===== src/rtl/avalon_burst_write_arbiter.sv =====
// Purpose : shares one Avalon-MM burst write master between two burst-write requesters,
//           granting whole bursts round-robin and never interleaving them.
// Latency : a command seen in IDLE drives master_write on the next cycle. Data ack is
//           combinational from the Avalon handshake.
// Backpressure: master_waitrequest stalls the current beat. Writedata and ack hold until it drops.
//
// Ports   : clk/reset (synchronous, active-high)
//           reqN_valid/address/burstcount -> reqN_ready (1-cycle command accept pulse)
//           reqN_writedata -> reqN_data_ack (word consumed this cycle)
//           grant/busy status; master_* Avalon-MM burst write port
// Option  : `define ARB_FIXED_PRIORITY_EN makes requester 0 win every tie.
//           The default is round-robin.
module avalon_burst_write_arbiter #(
    parameter int ADDRESS_WIDTH     = 32,
    parameter int DATA_WIDTH        = 32,
    parameter int BYTE_ENABLE_WIDTH = 4,
    parameter int BURST_WIDTH       = 4
) (
    input  logic                         clk,
    input  logic                         reset,

    input  logic                         req0_valid,
    input  logic [ADDRESS_WIDTH-1:0]     req0_address,
    input  logic [BURST_WIDTH-1:0]       req0_burstcount,
    output logic                         req0_ready,
    input  logic [DATA_WIDTH-1:0]        req0_writedata,
    output logic                         req0_data_ack,

    input  logic                         req1_valid,
    input  logic [ADDRESS_WIDTH-1:0]     req1_address,
    input  logic [BURST_WIDTH-1:0]       req1_burstcount,
    output logic                         req1_ready,
    input  logic [DATA_WIDTH-1:0]        req1_writedata,
    output logic                         req1_data_ack,

    output logic                         grant,
    output logic                         busy,

    output logic [ADDRESS_WIDTH-1:0]     master_address,
    output logic                         master_write,
    output logic [DATA_WIDTH-1:0]        master_writedata,
    output logic [BURST_WIDTH-1:0]       master_burstcount,
    output logic [BYTE_ENABLE_WIDTH-1:0] master_byteenable,
    input  logic                         master_waitrequest
);

    localparam logic [0:0] ST_IDLE  = 1'b0;
    localparam logic [0:0] ST_BURST = 1'b1;

    logic [0:0]             state;
    logic                   last_grant;
    logic [BURST_WIDTH-1:0] beat_cnt;

    logic                     sel_vld;
    logic                     sel_idx;
    logic [ADDRESS_WIDTH-1:0] sel_address;
    logic [BURST_WIDTH-1:0]   sel_burstcount;
    logic                     beat_accepted;

    // Selection is held off while a ready pulse is out. A requester only sees its
    // ready one cycle after acceptance. Without the hold-off, a zero-length command
    // (which leaves us in IDLE) would be accepted twice.
    always_comb begin
        sel_vld = 1'b0;
        sel_idx = 1'b0;
        if (state == ST_IDLE && !req0_ready && !req1_ready) begin
            if (req0_valid && req1_valid) begin
                sel_vld = 1'b1;
`ifdef ARB_FIXED_PRIORITY_EN
                sel_idx = 1'b0;
`else
                sel_idx = ~last_grant;
`endif
            end else if (req0_valid) begin
                sel_vld = 1'b1;
                sel_idx = 1'b0;
            end else if (req1_valid) begin
                sel_vld = 1'b1;
                sel_idx = 1'b1;
            end
        end
    end

    assign sel_address    = sel_idx ? req1_address    : req0_address;
    assign sel_burstcount = sel_idx ? req1_burstcount : req0_burstcount;

    assign beat_accepted     = master_write & ~master_waitrequest;
    assign master_writedata  = grant ? req1_writedata : req0_writedata;
    assign master_byteenable = '1;

    // A reset cycle aborts the burst. No word is reported consumed on it.
    assign req0_data_ack = beat_accepted & ~reset & ~grant;
    assign req1_data_ack = beat_accepted & ~reset &  grant;

    always_ff @(posedge clk) begin
        if (reset) begin
            state             <= ST_IDLE;
            last_grant        <= 1'b1;
            grant             <= 1'b0;
            busy              <= 1'b0;
            req0_ready        <= 1'b0;
            req1_ready        <= 1'b0;
            master_write      <= 1'b0;
            master_address    <= '0;
            master_burstcount <= '0;
            beat_cnt          <= '0;
        end else begin
            req0_ready <= 1'b0;
            req1_ready <= 1'b0;
            case (state)
                ST_IDLE: begin
                    if (sel_vld) begin
                        req0_ready        <= ~sel_idx;
                        req1_ready        <=  sel_idx;
                        grant             <= sel_idx;
                        last_grant        <= sel_idx;
                        master_address    <= sel_address;
                        master_burstcount <= sel_burstcount;
                        beat_cnt          <= sel_burstcount;
                        // A zero-length command is consumed but produces no transaction.
                        if (sel_burstcount != '0) begin
                            master_write <= 1'b1;
                            busy         <= 1'b1;
                            state        <= ST_BURST;
                        end
                    end
                end
                ST_BURST: begin
                    if (beat_accepted) begin
                        if (beat_cnt == BURST_WIDTH'(1)) begin
                            master_write <= 1'b0;
                            busy         <= 1'b0;
                            beat_cnt     <= '0;
                            state        <= ST_IDLE;
                        end else begin
                            beat_cnt <= beat_cnt - 1'b1;
                        end
                    end
                end
                default: begin
                    master_write <= 1'b0;
                    busy         <= 1'b0;
                    state        <= ST_IDLE;
                end
            endcase
        end
    end

endmodule

===== config.mk =====
export PLATFORM = sky130hd
export DESIGN_NAME = avalon_burst_write_arbiter
export DESIGN_NICKNAME = d
export VERILOG_FILES = /design/src/rtl/avalon_burst_write_arbiter.sv
export SDC_FILE = /design/constraint.sdc
export NUM_CORES = 1
export LEC_CHECK = 0
export CORE_ASPECT_RATIO = 2
export CORE_MARGIN = 8
export CORE_UTILIZATION = 34
export DETAILED_ROUTE_END_ITERATION = 8
export HOLD_SLACK_MARGIN = 0.06
export PLACE_DENSITY = 0.82
export SLEW_MARGIN = 20
export SYNTH_ARGS = -nofsm -noshare
export SYNTH_HDL_FRONTEND = slang
export SYNTH_SLANG_ARGS = --single-unit

===== constraint.sdc =====
create_clock -name clk -period 1.95 [get_ports clk]
set_input_delay 0.2925 -clock clk [delete_from_list [all_inputs] [get_ports clk]]
set_output_delay 0.2925 -clock clk [all_outputs]
set_load 0.005 [all_outputs]

* Yosys cells after proc, flatten, opt, wreduce, memory -nomap -nowiden *
Index checks and enable logic that the tools add are counted.

storage, ports and cells
  RAM bits = 0
  memories = 0
  memory bits (read-only) = 0
  word-level logic and storage cells = 60
  bits in latches = 0
  register bits = 46

cells by class
  shifts and indexed selects = 0
  bitwise gates (word level) = 11
  multiply operators = 0
  add/subtract/negate cells = 1
  div/mod/pow operators = 0
  order comparisons = 0
  mux-type cells = 24
  equal/unequal tests = 5
  reduce and logical (&&, ||, !) cells = 10

operators by type and width
  cell                 count
  $mux 32              2
  $mux 4               4
  $mux 1               15
  $pmux 4 s2           1
  $not 1->1            7
  $ne 2x1->1 const B   3
  $and 1x1->1          4
  $eq 4x1->1 const B   1
  $pmux 1 s2           2
  $reduce_and 2->1     2
  $reduce_and 4->1     1
  $reduce_bool 4->1    1
  $sub 4x1->4 const B  1
  $logic_and 1x1->1    3
  $reduce_or 3->1      1
  $logic_not 1->1      2
  $ne 2x2->1 const B   1

* Longest topological paths before layout *
Gate-level depths: netlist of run 1.

  word-level depth = 9
  gate-level depth with buffers = 7
  depth with buffers taken out = 6

* Worst setup path before layout of run 1 *
No wires, ideal clock.

  path type = reg-to-output
  start = register grant
  end = output port master_writedata[10]
  data required time = 1.657 ns
  slack = 0.331 ns
  buffers on the path = 2
  cell stages (with the launch flop) = 4
  arrival = 1.327 ns
  cells stage by stage = dfxtp_1 > clkbuf_1 > clkbuf_1 > mux2_2

on the way
  longest elaborated chain between the ends = 1

RTL lines
  element                   RTL line  source
  start: declaration        36        output logic grant,
  start signal: assignment  115       grant <= sel_idx;
  $mux 32                   88        assign master_writedata = grant ? req1_writedata : req0_writedata;
  end: declaration          41        output logic [DATA_WIDTH-1:0] master_writedata,

No other way between the ends.

* Worst setup path after layout of run 1 *
  start = register grant
  end = output port master_writedata[2]

The elaborated chain is that of the path after synthesis.

==> results.ini, run 1 <==
[worst_setup_path]
critPathCaptureType = output port
crit_type = reg2out
r2r_slack_ps = 140
startpoint_type = register
r2r-end = beat_cnt[1]$_SDFFE_PP0P_
worst-path-max-fanout = 16
crit_required_ps = 1660
cp.arrival_ps = 1620
rr_startpoint = req0_ready$_SDFF_PP0_
ff2ff_path_depth = 5

[synth]
yosysWarnings = 0
ys_types = 39
syn_inst = 314
ys_seq_area_share_pct = 32.4
synth_seq_cells = 46
syn_area_per_cell_um2 = 9.05
syn_area_um2 = 2840

[hold_path]
min_to = master_burstcount[1]$_SDFFE_PP0P_
holdPathStages = 2
hp-class = reg2reg
worstHoldStart = master_burstcount[1]$_SDFFE_PP0P_

[cells_and_area]
nNetsFinal = 673
final_area_um2 = 5460
fin_cells = 631
nFillCells = 654
drive_gt1_share_pct = 20.0
area_growth_pct = 91.9

[timing]
period_needed_ps = 1910
max_freq_mhz = 523
slew_violations = 0
setup-violations-final = 0
final.setup_skew_ps = 10.1
timing.final.crit_share_pct = 98.1
slew_headroom_pct = 52.1
max_slew.worst_pin.slew_ps = 718
fin_setup_tns_ps = 0
hold_violations = 0
finalWorstSetupSlack_ps = 36.3

[place]
post_dp_cell_area_um2 = 5150
dp.cells = 612
dp_slack_ps = -80.8
place.gp.congestion = 0.859
dp_hpwl_mm = 10.7
portBuffers = 215

[clocking]
cts_root_buffer = clkbuf_16
cts_sinks = 46
cts_tree = built
numCtsBuffers = 5
clkLatencyLatePin_ps = 290
clkTransAtPathRegs_ps = 70
cts_max_path_buffers = 2
cts_hold_buffers = 0
htreeDepth = 2

[grt]
grt_pass1_vias = 3774
grt-busiest-layer = met2
grt-ovfl-total = 0
grt_max_degree = 47
use_met3_pct = 8.97
use_met2_pct = 34.3
met1_usage_pct = 25.4
grt_pass1_wl_mm = 20.0
grt_usage_pct = 22.1
antenna_found_initial = 1

[power_and_ir_drop]
peakVddDrop_mv = 0.389
power.density_nw_per_um2 = 730
leakage_nw = 2.21

[flow_run]
maxCapViolCount = 0

[detailed_routing]
ant_nets = 0
drt-pass1-iter-count = 5
drc = 0
wl_mm = 13.6
first_iter_violations = 200
vias_per_cell = 5.42
wl_per_cell_um = 21.6
vias = 3421

[die]
die_w_um = 80.7
core_um2 = 8170
start_util_pct = 34.8
die_h_um = 145
rows = 47
fp.dieArea_um2 = 11700
pin_count = 220

[run_status]
status = finished, final reports clean

## critical path, cell delays in order (launching register included)
cell and delay [ps]:
dfxtp_4 390, buf_12 150, mux2_2 340, clkdlybuf4s50_1 450
## area by class of cell
class                      instances  area, µm²  share of cell area [%]
sequential                        46        925                    16.9
clock buffer                       5        125                    2.29
clock inverter                     3       47.5                   0.872
tap                               98        123                    2.25
multi-input combinational        233       1730                    31.8
inverter                           4       15.0                   0.275
antenna                            2       5.00                  0.0917
timing repair buffer             240       2480                    45.5
## per-layer routing
layer	share of wire, %	vias to the layer above
met5	0.095	-
met4	4.1	2
met3	11	39
met2	45	241
met1	39	1562
li1	-	1577
## cells by family after synthesis
| logic type | count (synthesis) | synth area share [%] |
|---|---|---|
| mux | 32 | 12.7 |
| flops | 46 | 32.4 |
| buf+inv | 38 | 7.57 |
| compound gates | 60 | 24.6 |
| simple gates | 135 | 21.8 |
| fa+ha+maj | 2 | 0.880 |
| other cells | 1 | 0.132 |
## registers in the layout (all words and copies together), names as in the netlist
| name | flops |
|---|---|
| beat_cnt | 4 |
| grant | 1 |
| last_grant | 1 |
| master_address | 32 |
| master_burstcount | 4 |
| master_write | 1 |
| req0_ready | 1 |
| req1_ready | 1 |
| state | 1 |
## cell usage after synthesis, drive strengths merged
cell	n	area share, %
or4	1	0.26
a211o	1	0.31
dfxtp	46	32
a311oi	36	18
buf	22	5.5
o31ai	2	0.53
nor3b	2	0.53
a21o	1	0.26
or3	2	0.62
o211ai	1	0.26
nand2	38	5.0
a21bo	1	0.35
nor4b	1	0.31
nor3	5	0.88
a21boi	2	0.53
a41o	1	0.35
o22ai	1	0.70
mux2	32	13
o31a	1	0.31
nor4	1	0.22
clkbuf	12	1.6
o32ai	1	0.31
nor2b	1	0.22
inv	4	0.53
a21oi	5	0.88
conb	1	0.13
a211oi	2	0.53
nand2b	3	0.66
nand3	39	6.9
ha	2	0.88
and3	1	0.22
nor2	41	6.0
o21ai	5	0.88
## report_power, final
group	leakage (nW)	total [W]	internal (W)	switching, W
clock	0.0848	0.00101	0.000615	0.000396
combinational	1.75	0.00177	0.00102	0.000759
sequential	0.382	0.00120	0.00110	0.0000992
## through the flow
| stage | util (%) | power (W) | hold WS (ps) |
|---|---|---|---|
| 2_1_floorplan | - | 0.00204 | 455 |
| 3_3_place_gp | 63.0 | 0.00293 | 492 |
| 3_5_place_dp | 63.0 | 0.00297 | 515 |
| 4_1_cts | 65.5 | 0.00400 | 523 |
| 5_1_grt | 66.7 | 0.00418 | 548 |
| 6_report | 66.7 | 0.00398 | 515 |
## worst max-delay path by stage
stage | slack (ps) | start | depth (start not counted) | end
final | 40 | grant$_SDFFE_PP0P_ | 3 | master_writedata[2]
after global routing | -0.03 | grant$_SDFFE_PP0P_ | 3 | master_writedata[23]
after CTS | 1 | grant$_SDFFE_PP0P_ | 3 | master_writedata[11]
after detailed placement | -80 | req0_valid | 5 | beat_cnt[2]$_SDFFE_PP0P_
after global placement | -50 | req0_valid | 5 | beat_cnt[2]$_SDFFE_PP0P_
after floorplan | 330 | grant$_SDFFE_PP0P_ | 3 | master_writedata[10]
## layout by cell type (no fill, tap or decap), types with 2 or more instances in the layout
| cell type | netlist | routed |
|---|---|---|
| clkdlybuf4s50_1 | 0 | 188 |
| dfxtp_1 | 46 | 45 |
| nor2_1 | 40 | 40 |
| nand3_1 | 39 | 39 |
| nand2_1 | 38 | 38 |
| a311oi_2 | 33 | 33 |
| mux2_2 | 32 | 32 |
| dlymetal6s2s_1 | 0 | 19 |
| buf_4 | 8 | 17 |
| dlygate4sd2_1 | 0 | 7 |
| buf_12 | 0 | 7 |
| a21oi_1 | 5 | 5 |
| clkbuf_16 | 0 | 5 |
| inv_1 | 4 | 4 |
| nor3_1 | 5 | 4 |
| o21ai_0 | 4 | 4 |
| conb_1 | 1 | 4 |
| nand2b_1 | 3 | 3 |
| a311oi_1 | 3 | 3 |
| diode_2 | 0 | 2 |
| nor3b_1 | 2 | 2 |
| o31ai_1 | 2 | 2 |
| a211oi_1 | 2 | 2 |
| ha_1 | 2 | 2 |
| inv_6 | 0 | 2 |
## timing repair
item	4_1_cts	5_1_grt
resized for setup	10	19
setup buffers	1	7
endpoints found under the hold margin	0	0
setup endpoints to repair	33	26
gates cloned	1	0
Note: power is estimated with default switching activity, not from simulation.
==> run 2, diff against run 1 <==
- ABC_CLOCK_PERIOD_IN_PS: not set -> 1950
- CELL_PAD_IN_SITES_DETAIL_PLACEMENT: not set -> 1
- CELL_PAD_IN_SITES_GLOBAL_PLACEMENT: not set -> 2
- CORE_ASPECT_RATIO: 2 -> 1.25
- CORE_UTILIZATION: 34 -> 17
- PLACE_DENSITY: 0.82 -> not set
- PLACE_DENSITY_LB_ADDON: not set -> 0.1
==> results.ini, run 2 (synthesis results as in run 1) <==
[run_status]
status = finished, final reports clean  ; unchanged

[detailed_routing]
drt-pass1-iter-count = 4  ; was 5
wl_mm = 14.4  ; was 13.6 mm
vias = 3330  ; was 3,421
route.met3.wl_mm = 1.42  ; was 1.53 mm
m1WireLength_mm = 5.65  ; was 5.33 mm
routed.top_layer = met4  ; was met5
vias_per_cell = 4.36  ; was 5.42
met2_length_mm = 7.22  ; was 6.19 mm
wl_per_cell_um = 18.9  ; was 21.6 µm
drc = 0  ; unchanged
first_iter_violations = 128  ; was 200
ant_nets = 0  ; unchanged

[power_and_ir_drop]
leakage_nw = 2.16  ; was 2.21 nW
power.density_nw_per_um2 = 718  ; was 730 nW/µm²
peakVddDrop_mv = 0.281  ; was 0.389 mV

[timing]
hold_violations = 0  ; unchanged
max_slew.worst_pin.slew_ps = 527  ; was 718 ps
period_needed_ps = 1880  ; was 1910 ps
final.setup_skew_ps = 9.10  ; was 10.1 ps
timing.final.crit_share_pct = 96.7  ; was 98.1%
slew_headroom_pct = 64.8  ; was 52.1%
rsz0062_at_grt = no
max_freq_mhz = 531  ; was 523 MHz
setup-violations-final = 0  ; unchanged
slew_violations = 0  ; unchanged

[die]
pin_count = 220  ; unchanged
core_um2 = 16600  ; was 8170 µm²
die_h_um = 161  ; was 145 µm
start_util_pct = 17.1  ; was 34.8%
die_w_um = 132  ; was 80.7 µm
rows = 53  ; was 47
fp.dieArea_um2 = 21100  ; was 11,700 µm²

[worst_setup_path]
critPathCaptureType = output port  ; unchanged
slowest_delay_ps = 460  ; was 450 ps
worst-path-max-fanout = 11  ; was 16
cp.arrival_ps = 1590  ; was 1620 ps
startpoint_type = register  ; unchanged
crit_type = reg2out  ; unchanged
crit_required_ps = 1660  ; about the same
cp_slowest_cell = clkdlybuf4s50_1  ; unchanged
crit_chain = buf_12 -> mux2_4 -> clkdlybuf4s50_1  ; was buf_12 -> mux2_2 -> clkdlybuf4s50_1

[grt]
grt-ovfl-total = 0  ; unchanged
antenna_found_initial = 0  ; was 1
grt_usage_pct = 13.6  ; was 22.1%
grt_pass1_wl_mm = 22.7  ; was 20.0 mm
grt_pass1_vias = 3890  ; was 3,774
grt_max_degree = 34  ; was 47

[cells_and_area]
drive_gt1_share_pct = 22.1  ; was 20.0%
regMostFlops = master_address  ; unchanged
mostFrequentLayoutCells = clkdlybuf4s50_1, dfxtp_1, nor2_1  ; unchanged
final_area_um2 = 5630  ; was 5460 µm²
reg.largest.list = master_address: 32 flops, beat_cnt: 4 flops, master_burstcount: 4 flops  ; unchanged
nNetsFinal = 685  ; was 673
insertedDiodeCount = 0  ; was 2
mostFrequentLayoutCell = clkdlybuf4s50_1  ; unchanged
area_growth_pct = 98.0  ; was 91.9%
largest_reg_flops = 32  ; unchanged
final_core_util_pct = 33.9  ; was 66.7%

[clocking]
cts_hold_buffers = 0  ; unchanged
cts_sinks = 46  ; unchanged
htreeDepth = 2  ; unchanged
cts_max_path_buffers = 2  ; unchanged
cts_tree = built  ; unchanged
clkLatencyLatePin_ps = 290  ; about the same
cts_root_buffer = clkbuf_16  ; unchanged
clkTransAtPathRegs_ps = 70  ; about the same
numCtsBuffers = 5  ; unchanged

[place]
place.gp.congestion = 0.745  ; was 0.859
portBuffers = 215  ; unchanged
post_dp_cell_area_um2 = 5390  ; was 5150 µm²
dp_hpwl_mm = 11.7  ; was 10.7 mm

[hold_path]
hp-class = reg2reg  ; unchanged

[flow_run]
maxCapViolCount = 0  ; unchanged

[run 2: cell count changes in the layout (fill, tap and decap cells not counted), sizes merged]
cell / previous run / this run
inv: 6 / 5
clkinv: 0 / 1
dlymetal6s2s: 19 / 2
clkdlybuf4s50: 188 / 181
diode: 2 / 0
buf: 26 / 38
dlygate4sd2: 7 / 31
[run 2: repair_timing]
action	CTS	global route
resized for setup	35	3
buffers inserted	2	5
cloned	1	0
endpoints found under the setup margin	33	3
[run 2: layout make-up]
class                      instances  area [µm²]
multi-input combinational        233        1750
sequential                        46         925
clock inverter                     3        43.8
tap                              220         275
inverter                           4        15.0
fill                            1924       11000
timing repair buffer             252        2500
clock buffer                       5         125
[run 2: final timing paths]
path         slack [ps]                             from                              end  cells after the start
max                  70               grant$_SDFFE_PP0P_             master_writedata[31]                      3
max reg2reg         300            req0_ready$_SDFF_PP0_  master_address[24]$_SDFFE_PP0P_                      5
min                 510  master_address[10]$_SDFFE_PP0P_  master_address[10]$_SDFFE_PP0P_                      2
min reg2reg         510  master_address[10]$_SDFFE_PP0P_  master_address[10]$_SDFFE_PP0P_                      2
[run 2: power by group]
group | internal [W] | switching (W)
sequential | 0.00110 | 0.000104
combinational | 0.00104 | 0.000772
clock | 0.000609 | 0.000417
[run 2: worst max-delay path: cells and delay by family, from the launching register on]
family / cells / cell delay, ps
buf+inv: 2 / 600
flops: 1 / 390
mux: 1 / 320
[run 2: stage by stage]
stage | worst slack (ps) | std cells | setup TNS, ps | hold WS (ps) | power [W]
global placement | -52.5 | 747 | -103 | 494 | 0.00305
detailed placement | -63.5 | 747 | -265 | 492 | 0.00308
CTS | -8.13 | 758 | -8.13 | 512 | 0.00411
global route | 25.3 | 763 | 0 | 532 | 0.00431
finish | 65.0 | 763 | 0 | 505 | 0.00404
floorplan | 331 | 317 | 0 | 455 | 0.00204
[run 2: layer usage]
layer | global-route usage (%) | vias to the layer above
met5 | 0 | -
met1 | 13.8 | 1579
li1 | - | 1593
met4 | 3.66 | 0
met2 | 24.6 | 151
met3 | 5.97 | 7
